===== src/rtl/qdiv_ctrl.sv =====
// Front end for a serial signed-magnitude divider: FIFO-buffered operands, one divide in flight, divide-by-zero and timeout results.
// Result latency is divider latency + 3 edges; in_ready drops when the FIFO is full, and the FSM stalls while the output register is held.
module qdiv_ctrl #(
  parameter int N       = 32,
  parameter int Q       = 15,
  parameter int DEPTH   = 4,
  parameter int TIMEOUT = 64
) (
  input  logic                         clk,
  input  logic                         rst,
  input  logic                         in_valid,
  output logic                         in_ready,
  input  logic [N-1:0]                 in_dividend,
  input  logic [N-1:0]                 in_divisor,
  output logic                         out_valid,
  input  logic                         out_ready,
  output logic [N-1:0]                 out_quotient,
  output logic                         out_dz,
  output logic                         out_timeout,
  output logic                         div_start,
  output logic [N-1:0]                 div_dividend,
  output logic [N-1:0]                 div_divisor,
  input  logic [N-1:0]                 div_quotient,
  input  logic                         div_complete,
  output logic                         busy,
  output logic [$clog2(DEPTH+1)-1:0]   fifo_count
);

  localparam int PW = $clog2(DEPTH);
  localparam int CW = $clog2(DEPTH+1);
  localparam int TW = $clog2(TIMEOUT);
  localparam logic [CW-1:0] FULL_CNT = CW'(DEPTH);
  localparam logic [TW-1:0] T_LAST   = TW'(TIMEOUT-1);

  if (Q < 0 || Q > N-2 || DEPTH < 2 || (DEPTH & (DEPTH-1)) != 0 || TIMEOUT < 4) begin : g_bad_params
    $error("qdiv_ctrl: illegal parameter combination");
  end

  typedef struct packed {
    logic [N-1:0] dvd;
    logic [N-1:0] dvs;
  } pair_t;

  typedef enum logic [1:0] {S_IDLE, S_LAUNCH, S_BUSY} state_t;

  pair_t           r_mem [DEPTH];
  logic [PW-1:0]   r_wr_ptr, r_rd_ptr;
  logic [CW-1:0]   r_count;
  state_t          r_state, w_state_nxt;
  logic [TW-1:0]   r_timer;
  logic            r_out_valid, r_out_dz, r_out_to;
  logic [N-1:0]    r_out_q;
  logic            r_div_start;
  logic [N-1:0]    r_div_dvd, r_div_dvs;

  pair_t           w_head;
  logic            w_push, w_pop, w_nonempty, w_out_free, w_timed_out;
  logic            w_load, w_load_dz, w_load_to, w_launch, w_timer_clr, w_abort;
  logic [N-1:0]    w_load_q;

  assign in_ready    = (r_count != FULL_CNT);
  assign w_push      = in_valid & in_ready;
  assign w_nonempty  = (r_count != '0);
  assign w_head      = r_mem[r_rd_ptr];
  assign w_out_free  = !r_out_valid || out_ready;
  assign w_timed_out = (r_timer == T_LAST);

  always_ff @(posedge clk) begin
    if (w_push) begin
      r_mem[r_wr_ptr] <= '{dvd: in_dividend, dvs: in_divisor};
    end
  end

  always_ff @(posedge clk or posedge rst) begin
    if (rst) begin
      r_wr_ptr <= '0;
      r_rd_ptr <= '0;
      r_count  <= '0;
    end else begin
      if (w_push) r_wr_ptr <= r_wr_ptr + PW'(1);
      if (w_pop)  r_rd_ptr <= r_rd_ptr + PW'(1);
      case ({w_push, w_pop})
        2'b10:   r_count <= r_count + CW'(1);
        2'b01:   r_count <= r_count - CW'(1);
        default: r_count <= r_count;
      endcase
    end
  end

  // Any div_complete value other than a clean 1 falls through the == 1'b1 tests and reads as busy.
  always_comb begin
    w_state_nxt = r_state;
    w_pop       = 1'b0;
    w_load      = 1'b0;
    w_load_q    = '0;
    w_load_dz   = 1'b0;
    w_load_to   = 1'b0;
    w_launch    = 1'b0;
    w_timer_clr = 1'b0;
    w_abort     = 1'b0;
    case (r_state)
      S_IDLE: begin
        if (w_nonempty && w_out_free) begin
          if (w_head.dvs[N-2:0] == '0) begin
            w_load    = 1'b1;
            w_load_q  = {w_head.dvd[N-1] ^ w_head.dvs[N-1], {(N-1){1'b1}}};
            w_load_dz = 1'b1;
            w_pop     = 1'b1;
          end else if (div_complete == 1'b1) begin
            w_launch    = 1'b1;
            w_timer_clr = 1'b1;
            w_state_nxt = S_LAUNCH;
          end
        end
      end
      S_LAUNCH: begin
        if (div_complete == 1'b1) begin
          w_abort = w_timed_out && w_out_free;
        end else begin
          w_timer_clr = 1'b1;
          w_state_nxt = S_BUSY;
        end
      end
      S_BUSY: begin
        if (w_out_free) begin
          if (div_complete == 1'b1) begin
            w_load      = 1'b1;
            w_load_q    = div_quotient;
            w_pop       = 1'b1;
            w_state_nxt = S_IDLE;
          end else begin
            w_abort = w_timed_out;
          end
        end
      end
      default: w_state_nxt = S_IDLE;
    endcase
    if (w_abort) begin
      w_load      = 1'b1;
      w_load_q    = '0;
      w_load_to   = 1'b1;
      w_pop       = 1'b1;
      w_state_nxt = S_IDLE;
    end
  end

  always_ff @(posedge clk or posedge rst) begin
    if (rst) begin
      r_state <= S_IDLE;
      r_timer <= '0;
    end else begin
      r_state <= w_state_nxt;
      if (w_timer_clr) begin
        r_timer <= '0;
      end else if (r_state != S_IDLE && !w_timed_out) begin
        r_timer <= r_timer + TW'(1);
      end
    end
  end

  always_ff @(posedge clk or posedge rst) begin
    if (rst) begin
      r_out_valid <= 1'b0;
      r_out_q     <= '0;
      r_out_dz    <= 1'b0;
      r_out_to    <= 1'b0;
    end else if (w_load) begin
      r_out_valid <= 1'b1;
      r_out_q     <= w_load_q;
      r_out_dz    <= w_load_dz;
      r_out_to    <= w_load_to;
    end else if (r_out_valid && out_ready) begin
      r_out_valid <= 1'b0;
      r_out_q     <= '0;
      r_out_dz    <= 1'b0;
      r_out_to    <= 1'b0;
    end
  end

  // Operands stay on div_dividend/div_divisor after the pulse until the next launch.
  always_ff @(posedge clk or posedge rst) begin
    if (rst) begin
      r_div_start <= 1'b0;
      r_div_dvd   <= '0;
      r_div_dvs   <= '0;
    end else begin
      r_div_start <= w_launch;
      if (w_launch) begin
        r_div_dvd <= w_head.dvd;
        r_div_dvs <= w_head.dvs;
      end
    end
  end

  assign out_valid    = r_out_valid;
  assign out_quotient = r_out_q;
  assign out_dz       = r_out_dz;
  assign out_timeout  = r_out_to;
  assign div_start    = r_div_start;
  assign div_dividend = r_div_dvd;
  assign div_divisor  = r_div_dvs;
  assign busy         = (r_state != S_IDLE);
  assign fifo_count   = r_count;

endmodule


===== config.mk =====
export PLATFORM = sky130hd
export DESIGN_NAME = qdiv_ctrl
export DESIGN_NICKNAME = d
export VERILOG_FILES = /design/src/rtl/qdiv_ctrl.sv
export SDC_FILE = /design/constraint.sdc
export NUM_CORES = 1
export LEC_CHECK = 0
export CAP_MARGIN = 20
export CORE_MARGIN = 2
export CORE_UTILIZATION = 55
export CTS_CLUSTER_SIZE = 14
export DETAILED_ROUTE_END_ITERATION = 7
export GPL_ROUTABILITY_DRIVEN = 0
export MAX_ROUTING_LAYER = met4
export PLACE_DENSITY = 0.81
export SLEW_MARGIN = 10
export SYNTH_ARGS = -nofsm -noshare
export SYNTH_HDL_FRONTEND = slang
export SYNTH_SLANG_ARGS = --single-unit
export TNS_END_PERCENT = 20

===== constraint.sdc =====
create_clock -name clk -period 8.7 [get_ports clk]
set_input_delay 1.74 -clock clk [delete_from_list [all_inputs] [get_ports clk]]
set_output_delay 1.74 -clock clk [all_outputs]
set_load 0.005 [all_outputs]

==> flow_metrics.env, run 1 <==
export IMPL_dr_wl_met2_mm=14.1
export IMPL_power_density_mw_per_mm2=343
export IMPL_skew_ns=0.0220
export IMPL_switchingPower_mw=1.70
export IMPL_power_leakage_nw=6.25
export IMPL_cts_clk_slew_worst_paths_ns=0.06
export IMPL_drt_iter0_markers=479
export IMPL_synth_common_cells="edfxtp_1, dfrtp_1, mux4_2"
export IMPL_path_common_cell="buf_4"
export IMPL_drive_gt1_share_pct=17.1
export IMPL_synth_distinct_cells=41
export IMPL_drv_slew=0
export IMPL_crit_buf_inv=2
export IMPL_grt_overflow_total=0
export IMPL_rsz0062_at_grt="false"
export IMPL_syn_num_nets=806
export IMPL_start_kind="register"
export IMPL_wl_met3_mm=2.12
export IMPL_synth_ff_type="edfxtp_1"
export IMPL_die_w_um=164
export IMPL_synth_edf_count=256
export IMPL_min_period_ns=5.33
export IMPL_synth_warnings=0
export IMPL_ys_seq_area_share_pct=75.2
export IMPL_maxCapViolations=0
export IMPL_wire_per_inst_um=22.5
export IMPL_grt_antenna_before_repair=2
export IMPL_critPathMaxFanout=40
export IMPL_n_fill_cell=1588
export IMPL_synth_top_area_cell="edfxtp_1"
export IMPL_p_seq_share_pct=45.5
export IMPL_clock_sinks=371
export IMPL_synthArstFlopShare_pct=31.0
export IMPL_grt_use_total_pct=22.3
export IMPL_synth_area_leaders="edfxtp_1, dfrtp_1, mux4_2"
export IMPL_die_h_um=164
export IMPL_clkPwrFrac_pct=24.9
export IMPL_crit_chain="buf_4, mux4_2, nor4_1, nand4_1, o2111ai_4, buf_4, mux2_1"
export IMPL_cts_root_buf="clkbuf_16"
export IMPL_switching_share_pct=28.1
export IMPL_clockBufferDepth=3
export IMPL_synth_top_area_share_pct=54.7
export IMPL_cpPeakStageDelay_ns=0.90
export IMPL_start_util_pct=55.9
export IMPL_wl_mm=28.5
export IMPL_cellInternalPower_mw=4.34
export IMPL_finish_utilization_pct=70.0
export IMPL_end_kind="register"
export IMPL_setup_tns_final_ns=0
export IMPL_hp_class="reg -> reg"
export IMPL_antenna_left=0
export IMPL_syn_area_sq_mm=0.0140
export IMPL_cp_top_family="buffers and inverters"
export IMPL_slew_headroom_pct=25.4
export IMPL_syn_avg_cell_area_sq_um=20.2
export IMPL_hold_buffers=0
export IMPL_top_layer_used="met4"
export IMPL_cp_arrival_ns=5.70
export IMPL_drt_met1_wl_mm=11.8
export IMPL_drtPass1Iterations=4
export IMPL_post_route_drc_count=0
export IMPL_grt_pass1_vias=7779
export IMPL_h_tree_depth=2
export IMPL_setup_viol=0
export IMPL_status="finished clean"
export IMPL_via_count=7221
export IMPL_vdd_drop_max_uv=202
export IMPL_finalHoldViolCount=0
export IMPL_core_area_sq_mm=0.0251
export IMPL_ys_ff_latch=371
export IMPL_synth_cells=694
export IMPL_comb_power_share_pct=29.6
export IMPL_syn_to_final_growth_pct=25.2
export IMPL_via_per_inst=5.70
export IMPL_dp_hpwl_mm=16.9
export IMPL_fmax_ghz=0.188
export IMPL_path_class="reg -> reg"
export IMPL_cts_resized=0
export IMPL_die_area_sq_mm=0.0268
export IMPL_cts_setup_buffers=0
export IMPL_worst_pin_slew_ns=1.12
export IMPL_pin_count=206
export IMPL_fin_total_pwr_mw=6.04
export IMPL_rows=58
export IMPL_cts_made_buffers=37
export IMPL_final_nets=1020
export IMPL_timing_final_crit_share_pct=61.3
export IMPL_critPathRequiredTime_ns=9.07
export IMPL_cts_tree="yes"
export IMPL_yosysMostFrequentCell="edfxtp_1"
export IMPL_io_buffers=205
export IMPL_grt_pass1_wl_mm=43.8
export IMPL_grt_max_degree=68
export IMPL_slowest_stage="dfrtp_4"
export IMPL_clkLatencyLatePin_ns=0.51
## flip-flops by register name, indices dropped and copies added (netlist names), 2 cells and up
signal        count
r_wr_ptr          2
r_timer           6
r_rd_ptr          2
r_mem           256
r_state           2
div_divisor      32
div_dividend     32
fifo_count        3
out_quotient     32
## logic make-up (layout without fill, tap and decap cells)
family          count (synthesis)  after routing  synth area share [%]
flops                         371            371                  75.2
other cells                     0              2                     0
xor+xnor                       12             12                 0.748
simple gates                   39             39                  1.49
compound gates                 79             79                  3.97
mux                           134            134                  15.8
buf+inv                        48            289                  1.70
fa+ha+maj                      11             11                  1.03
## metrics by stage
step	instance area, sq um	instances	hold slack [ns]	worst slack, ns
2_1_floorplan	14000	694	0.474	3.92
3_3_place_gp	16400	1199	0.458	3.59
3_5_place_dp	16400	1199	0.466	3.39
4_1_cts	17600	1265	0.479	3.37
5_1_grt	17600	1267	0.497	3.04
6_report	17600	1267	0.476	3.37
## path summary, 6_finish.rpt
| check | startpoint | end | slack [ns] | cells past startpoint |
|---|---|---|---|---|
| hold / removal | out_dz | out_dz | 0.48 | 1 |
| max in group asynchronous | rst | r_rd_ptr[0] | 5.60 | 3 |
| setup / recovery | r_rd_ptr[0] | div_dividend[4] | 3.37 | 7 |
| setup reg to reg | r_rd_ptr[0] | div_dividend[4] | 3.37 | 7 |
| min in group asynchronous | rst | div_divisor[3] | 1.67 | 2 |
| hold reg to reg | out_dz | out_dz | 0.48 | 1 |
## power by group through the flow
stage	clock, mW	sequential [mW]	combinational [mW]
6_report	1.50	2.75	1.79
5_1_grt	1.60	2.81	1.93
4_1_cts	1.53	2.76	1.82
3_5_place_dp	0	2.78	1.80
3_3_place_gp	0	2.76	1.77
2_1_floorplan	0	2.64	1.07
## layout make-up
| cell class | count | area, sq um | area share, % |
|---|---|---|---|
| Timing Repair Buffer | 210 | 2090 | 11.9 |
| Clock inverter | 14 | 105 | 0.598 |
| Antenna cell | 2 | 5.00 | 0.0285 |
| Inverter | 13 | 51.3 | 0.292 |
| Multi-Input combinational cell | 275 | 3290 | 18.7 |
| Sequential cell | 371 | 10600 | 60.1 |
| Clock buffer | 52 | 1050 | 5.99 |
| Tap cell | 330 | 413 | 2.35 |
## worst reg2reg max path, stage by stage, from the launching register on
cell	delay [ns]
dfrtp_4	0.90
buf_4	0.70
mux4_2	0.61
nor4_1	0.60
nand4_1	0.41
o2111ai_4	0.89
buf_4	0.64
mux2_1	0.45
## cell usage in the layout, fill, tap and decap left out, types with 7 or more instances in the layout
cell             count
inv_1               12
a21oi_1             33
dfrtp_1            113
clkbuf_16           38
mux2_2              28
o2bb2ai_1           32
nor2_1               9
nor4_1               7
mux4_2              64
edfxtp_1           256
clkdlybuf4s50_1    205
ha_1                10
clkbuf_1             9
mux2_1              38
## layer usage
metal	vias to the layer above	track usage, %
met4	0	5.34
met2	264	36.6
met5	-	-
met3	53	5.61
li1	3212	-
met1	3692	28.3
Note: power is estimated with default switching activity, not from simulation.
==> run 2: changes to the inputs <==
--- a/config.mk
+++ b/config.mk
@@ -7,12 +7,12 @@
 export LEC_CHECK = 0
 export CAP_MARGIN = 20
 export CORE_MARGIN = 2
-export CORE_UTILIZATION = 55
+export CORE_UTILIZATION = 54
 export CTS_CLUSTER_SIZE = 14
 export DETAILED_ROUTE_END_ITERATION = 7
 export GPL_ROUTABILITY_DRIVEN = 0
 export MAX_ROUTING_LAYER = met4
-export PLACE_DENSITY = 0.81
+export PLACE_DENSITY = 0.79
 export SLEW_MARGIN = 10
 export SYNTH_ARGS = -nofsm -noshare
 export SYNTH_HDL_FRONTEND = slang
==> constraint.sdc (replaced) <==
create_clock -name clk -period 5.3 [get_ports clk]
set_input_delay 1.06 -clock clk [delete_from_list [all_inputs] [get_ports clk]]
set_output_delay 1.06 -clock clk [all_outputs]
set_load 0.005 [all_outputs]
==> run 2 against run 1 <==
Total power up 65%. Maximum frequency up 35%. Routed wire length down 3.6%. Clock skew down 0.0084 ns. Sequential power up 63%. First-iteration DRC count up 2.5%.
==> flow_metrics.env, run 2 (synthesis gave the netlist of run 1 again) <==
export IMPL_cellInternalPower_mw=7.18
export IMPL_cts_setup_buffers=0
export IMPL_dr_wl_met2_mm=13.3
export IMPL_wire_per_inst_um=21.5
export IMPL_drtPass1Iterations=5
export IMPL_clkPwrFrac_pct=25.3
export IMPL_setup_tns_final_ns=0
export IMPL_cp_arrival_ns=4.38
export IMPL_place_area_sq_mm=0.0165
export IMPL_hold_start="div_divisor[15]"
export IMPL_pin_count=206
export IMPL_grt_antenna_before_repair=1
export IMPL_maxCapViolations=0
export IMPL_power_density_mw_per_mm2=564
export IMPL_switchingPower_mw=2.77
export IMPL_finish_utilization_pct=68.5
export IMPL_die_h_um=165
export IMPL_status="finished clean"
export IMPL_h_tree_depth=2
export IMPL_drv_slew=0
export IMPL_antenna_left=0
export IMPL_die_area_sq_mm=0.0273
export IMPL_critPathRequiredTime_ns=5.73
export IMPL_wl_met3_mm=2.00
export IMPL_grt_pass1_wl_mm=42.4
export IMPL_setup_viol=0
export IMPL_cts_made_buffers=38
export IMPL_core_area_sq_mm=0.0258
export IMPL_start_util_pct=54.5
export IMPL_top_layer_used="met4"
export IMPL_die_w_um=165
export IMPL_n_fill_cell=1674
export IMPL_critPathMaxFanout=33
export IMPL_final_common_cell="edfxtp_1"
export IMPL_drive_gt1_share_pct=17.8
export IMPL_end_kind="register"
export IMPL_grt_overflow_total=0
export IMPL_min_to="div_divisor[15]"
export IMPL_syn_to_final_growth_pct=25.7
export IMPL_cts_resized=0
export IMPL_clkLatencyLatePin_ns=0.52
export IMPL_cpPeakStageDelay_ns=0.85
export IMPL_vdd_drop_max_uv=317
export IMPL_finalHoldViolCount=0
export IMPL_whs_ns=0.488
export IMPL_crit_buf_inv=2
export IMPL_grt_pass1_vias=7664
export IMPL_switching_share_pct=27.9
export IMPL_start_kind="register"
export IMPL_worstReg2RegStart="r_rd_ptr[0]"
export IMPL_worst_pin_slew_ns=1.06
export IMPL_via_count=7215
export IMPL_largest_register_ffs=256
export IMPL_fin_area_sq_mm=0.0177
export IMPL_p_seq_share_pct=45.1
export IMPL_wl_mm=27.5
export IMPL_hold_buffers=0
export IMPL_path_class="reg -> reg"
export IMPL_layout_common_cells="edfxtp_1, clkdlybuf4s50_1, dfrtp_1, mux4_2, clkbuf_16"
export IMPL_slew_headroom_pct=29.6
export IMPL_clockBufferDepth=3
export IMPL_slowest_stage="dfrtp_4"
export IMPL_min_path_cells=1
export IMPL_rr_worst_depth=12
export IMPL_cts_root_buf="clkbuf_16"
export IMPL_via_per_inst=5.64
export IMPL_cts_clk_slew_worst_paths_ns=0.06
export IMPL_post_route_drc_count=0
export IMPL_drt_iter0_markers=491
export IMPL_dp_hpwl_mm=16.5
export IMPL_clock_sinks=371
export IMPL_skew_ns=0.0136
export IMPL_grt_max_degree=88
export IMPL_drt_met1_wl_mm=11.8
export IMPL_crit_cells=12
export IMPL_grt_use_total_pct=21.4
export IMPL_final_nets=1026
export IMPL_top_register="r_mem"
export IMPL_crit_chain="mux4_2, nor4_1, nand4_1, nor3_4, nor2_1, inv_1, ha_1, inv_1, fa_1, xor2_1, nor2_1, xor2_1"
export IMPL_reg2reg_slack_ns=1.35
export IMPL_r2r_end="fifo_count[2]"
export IMPL_hp_class="reg -> reg"
export IMPL_timing_final_crit_share_pct=74.5
export IMPL_fmax_ghz=0.253
export IMPL_rsz0062_at_grt="false"
export IMPL_comb_power_share_pct=29.6
export IMPL_cts_tree="yes"
export IMPL_min_period_ns=3.95
export IMPL_rows=59
export IMPL_cp_top_family="simple AND/OR/NAND/NOR gates"
export IMPL_io_buffers=205
export IMPL_power_leakage_nw=6.29
[run 2: final cells by class]
type	instances	area [sq um]	share of cell area, %
clock buffers	56	1090	6.20
inverters	13	53.8	0.305
clock inverters	13	92.6	0.524
repair buffers	215	2130	12.0
diodes	1	2.50	0.0142
well taps	335	419	2.37
flip-flops and latches	371	10600	59.9
multi-input cells	275	3290	18.7
[run 2: stage by stage]
stage	power, mW	cells	setup slack (ns)
3_3_place_gp	7.44	1209	1.36
4_1_cts	10.1	1278	1.29
2_1_floorplan	6.09	694	1.20
5_1_grt	10.5	1279	1.03
3_5_place_dp	7.53	1209	1.27
6_report	9.95	1279	1.35
[run 2: worst max-delay path by stage]
stage / from / endpoint / slack (ns)
5_1_grt: r_rd_ptr[0] / fifo_count[2] / 1.03
3_3_place_gp: r_rd_ptr[0] / fifo_count[2] / 1.36
3_5_place_dp: r_rd_ptr[0] / fifo_count[2] / 1.27
4_1_cts: r_rd_ptr[0] / fifo_count[2] / 1.29
2_1_floorplan: rst / div_dividend[0] / 1.20
6_report: r_rd_ptr[0] / fifo_count[2] / 1.35
[run 2: power groups by stage]
stage                     Clock (mW)  Combinational (mW)  Sequential, mW
after global placement             0                2.92            4.52
after global routing            2.68                3.21            4.58
after detailed placement           0                2.98            4.55
after CTS                       2.57                3.01            4.51
final                           2.52                2.95            4.49
after floorplan                    0                1.76            4.33
[run 2: layer usage]
metal	vias up	track usage, %
met4	0	5.45
met3	34	5.32
met2	230	33.3
met5	-	-
met1	3733	28.8
li1	3218	-
==> run 3: changes to the inputs <==
--- a/config.mk
+++ b/config.mk
@@ -7,12 +7,12 @@
 export LEC_CHECK = 0
 export CAP_MARGIN = 20
 export CORE_MARGIN = 2
-export CORE_UTILIZATION = 54
+export CORE_UTILIZATION = 49
 export CTS_CLUSTER_SIZE = 14
 export DETAILED_ROUTE_END_ITERATION = 7
 export GPL_ROUTABILITY_DRIVEN = 0
 export MAX_ROUTING_LAYER = met4
-export PLACE_DENSITY = 0.79
+export PLACE_DENSITY = 0.76
 export SLEW_MARGIN = 10
 export SYNTH_ARGS = -nofsm -noshare
 export SYNTH_HDL_FRONTEND = slang
==> constraint.sdc (replaced) <==
create_clock -name clk -period 3.35 [get_ports clk]
set_input_delay 0.67 -clock clk [delete_from_list [all_inputs] [get_ports clk]]
set_output_delay 0.67 -clock clk [all_outputs]
set_load 0.005 [all_outputs]
==> run 3 against run 2 <==
Die area rose by 10%. Register-to-register slack got worse by 1.3 ns. Sequential share of layout area shrank 1.8 points. Combinational power grew 84%. Core utilization down 3.5 points. Critical path depth rose by 1.
==> flow_metrics.env, run 3 (synthesis gave the netlist of run 1 again) <==
export IMPL_layout_common_cells="edfxtp_1, clkdlybuf4s50_1, dfrtp_1, mux4_2, clkbuf_16"
export IMPL_syn_to_final_growth_pct=29.6
export IMPL_path_class="reg -> reg"
export IMPL_status="finished clean"
export IMPL_drive_gt1_share_pct=21.1
export IMPL_core_area_sq_mm=0.0280
export IMPL_start_util_pct=50.1
export IMPL_grt_overflow_total=0
export IMPL_cts_made_buffers=39
export IMPL_worstReg2RegStart="r_rd_ptr[0]"
export IMPL_die_h_um=173
export IMPL_finalHoldViolCount=0
export IMPL_fin_cells=1357
export IMPL_clock_sinks=371
export IMPL_fmax_ghz=0.306
export IMPL_fin_total_pwr_mw=16.4
export IMPL_grt_use_total_pct=20.4
export IMPL_reg2reg_slack_ns=0.09
export IMPL_clkPwrFrac_pct=24.6
export IMPL_grt_max_degree=116
export IMPL_die_w_um=173
export IMPL_dp_slack_ns=-0.0409
export IMPL_drtPass1Iterations=4
export IMPL_clockBufferDepth=3
export IMPL_largest_register_ffs=256
export IMPL_min_to="out_dz"
export IMPL_switching_share_pct=28.2
export IMPL_min_path_cells=1
export IMPL_skew_ns=0.0167
export IMPL_grt_antenna_before_repair=1
export IMPL_drv_slew=0
export IMPL_final_nets=1062
export IMPL_drt_iter0_markers=504
export IMPL_cts_root_buf="clkbuf_16"
export IMPL_grt_pass1_vias=7930
export IMPL_hold_start="out_dz"
export IMPL_cp_arrival_ns=3.70
export IMPL_die_area_sq_mm=0.0300
export IMPL_timing_final_crit_share_pct=97.4
export IMPL_n_fill_cell=1900
export IMPL_hp_class="reg -> reg"
export IMPL_comb_power_share_pct=33.2
export IMPL_cts_clk_slew_worst_paths_ns=0.06
export IMPL_via_count=7468
export IMPL_r2r_end="fifo_count[2]"
export IMPL_power_density_mw_per_mm2=898
export IMPL_antenna_left=0
export IMPL_dp_hpwl_mm=18.5
export IMPL_hold_buffers=0
export IMPL_h_tree_depth=2
export IMPL_critPathRequiredTime_ns=3.79
export IMPL_maxCapViolations=0
export IMPL_rows=61
export IMPL_via_per_inst=5.50
export IMPL_final_common_cell="edfxtp_1"
export IMPL_min_period_ns=3.26
export IMPL_switchingPower_mw=4.61
export IMPL_pin_count=206
export IMPL_clkLatencyLatePin_ns=0.52
export IMPL_io_buffers=205
export IMPL_power_leakage_nw=6.51
export IMPL_cellInternalPower_mw=11.7
export IMPL_cts_tree="yes"
export IMPL_worst_pin_slew_ns=0.730
export IMPL_rr_worst_depth=13
export IMPL_vdd_drop_max_uv=583
export IMPL_slew_headroom_pct=51.3
export IMPL_top_register="r_mem"
export IMPL_setup_viol=0
export IMPL_wl_mm=30.0
export IMPL_dp_cells=1274
export IMPL_grt_pass1_wl_mm=45.7
export IMPL_post_route_drc_count=0
export IMPL_wire_per_inst_um=22.1
export IMPL_setup_ws_ns=0.0865
export IMPL_p_seq_share_pct=42.2
export IMPL_start_kind="register"
export IMPL_critPathMaxFanout=13
export IMPL_rsz0062_at_grt="true"
export IMPL_end_kind="register"
run 3: metrics by stage:
step	TNS, ns	instance area, sq um	hold slack [ns]	utilization [%]
2_1_floorplan	0	14000	0.474	-
3_3_place_gp	-0.105	16800	0.462	60.1
3_5_place_dp	-0.0409	16800	0.467	60.1
4_1_cts	0	18000	0.480	64.3
5_1_grt	-0.673	18200	0.493	65.0
6_report	0	18200	0.475	65.0
run 3: critical path, cell delays in order, from the launching register on:
cell     delay, ns
dfrtp_4       0.46
buf_6         0.23
mux4_2        0.56
nor4_2        0.34
nand4_1       0.24
nor3_4        0.22
nor2_1        0.08
inv_1         0.06
ha_1          0.16
inv_1         0.05
fa_1          0.37
xor2_1        0.15
nor2_1        0.11
xor2_1        0.15
run 3: what timing repair did:
| item | in CTS | in global routing |
|---|---|---|
| cloned | 0 | 1 |
| pin swaps | 1 | 4 |
| setup buffers | 0 | 12 |
| endpoints found under the hold margin | 0 | 0 |
| setup endpoints to repair | 1 | 52 |
| resized for setup | 1 | 8 |
run 3: worst max-delay path by stage:
| stage | from | endpoint | slack (ns) | cells past startpoint |
|---|---|---|---|---|
| after floorplan | r_rd_ptr[1] | fifo_count[2] | 0.12 | 14 |
| after global placement | r_rd_ptr[0] | fifo_count[2] | -0.09 | 13 |
| after detailed placement | r_rd_ptr[0] | fifo_count[2] | -0.04 | 13 |
| after CTS | r_rd_ptr[0] | fifo_count[2] | 0.003 | 14 |
| after global routing | r_rd_ptr[0] | fifo_count[2] | -0.11 | 13 |
| final | r_rd_ptr[0] | fifo_count[2] | 0.09 | 13 |
run 3: area by class of cell:
type,count,area (sq um),area share [%]
multi-input combinational,275,3340,18.3
sequential,371,10600,58.1
inverter,13,52.6,0.289
tap,378,473,2.60
timing repair buffer,250,2570,14.1
clock inverter,9,108,0.591
clock buffer,60,1080,5.96
antenna,1,2.50,0.0137
run 3: metal layers:
| layer | vias to the layer above | GRT usage, % | wire length [um] |
|---|---|---|---|
| li1 | 3299 | - | - |
| met1 | 3851 | 26.2 | 12500 |
| met2 | 273 | 32.2 | 14600 |
| met3 | 45 | 5.59 | 2320 |
| met4 | 0 | 6.07 | 663 |
| met5 | - | - | 0 |
run 3: power by group through the flow:
stage / Combinational [mW] / Sequential (mW) / Clock (mW)
2_1_floorplan: 2.78 / 6.85 / 0
5_1_grt: 5.83 / 7.02 / 4.28
3_3_place_gp: 5.12 / 6.94 / 0
4_1_cts: 5.27 / 6.93 / 4.11
3_5_place_dp: 5.22 / 7.00 / 0
6_report: 5.43 / 6.90 / 4.02
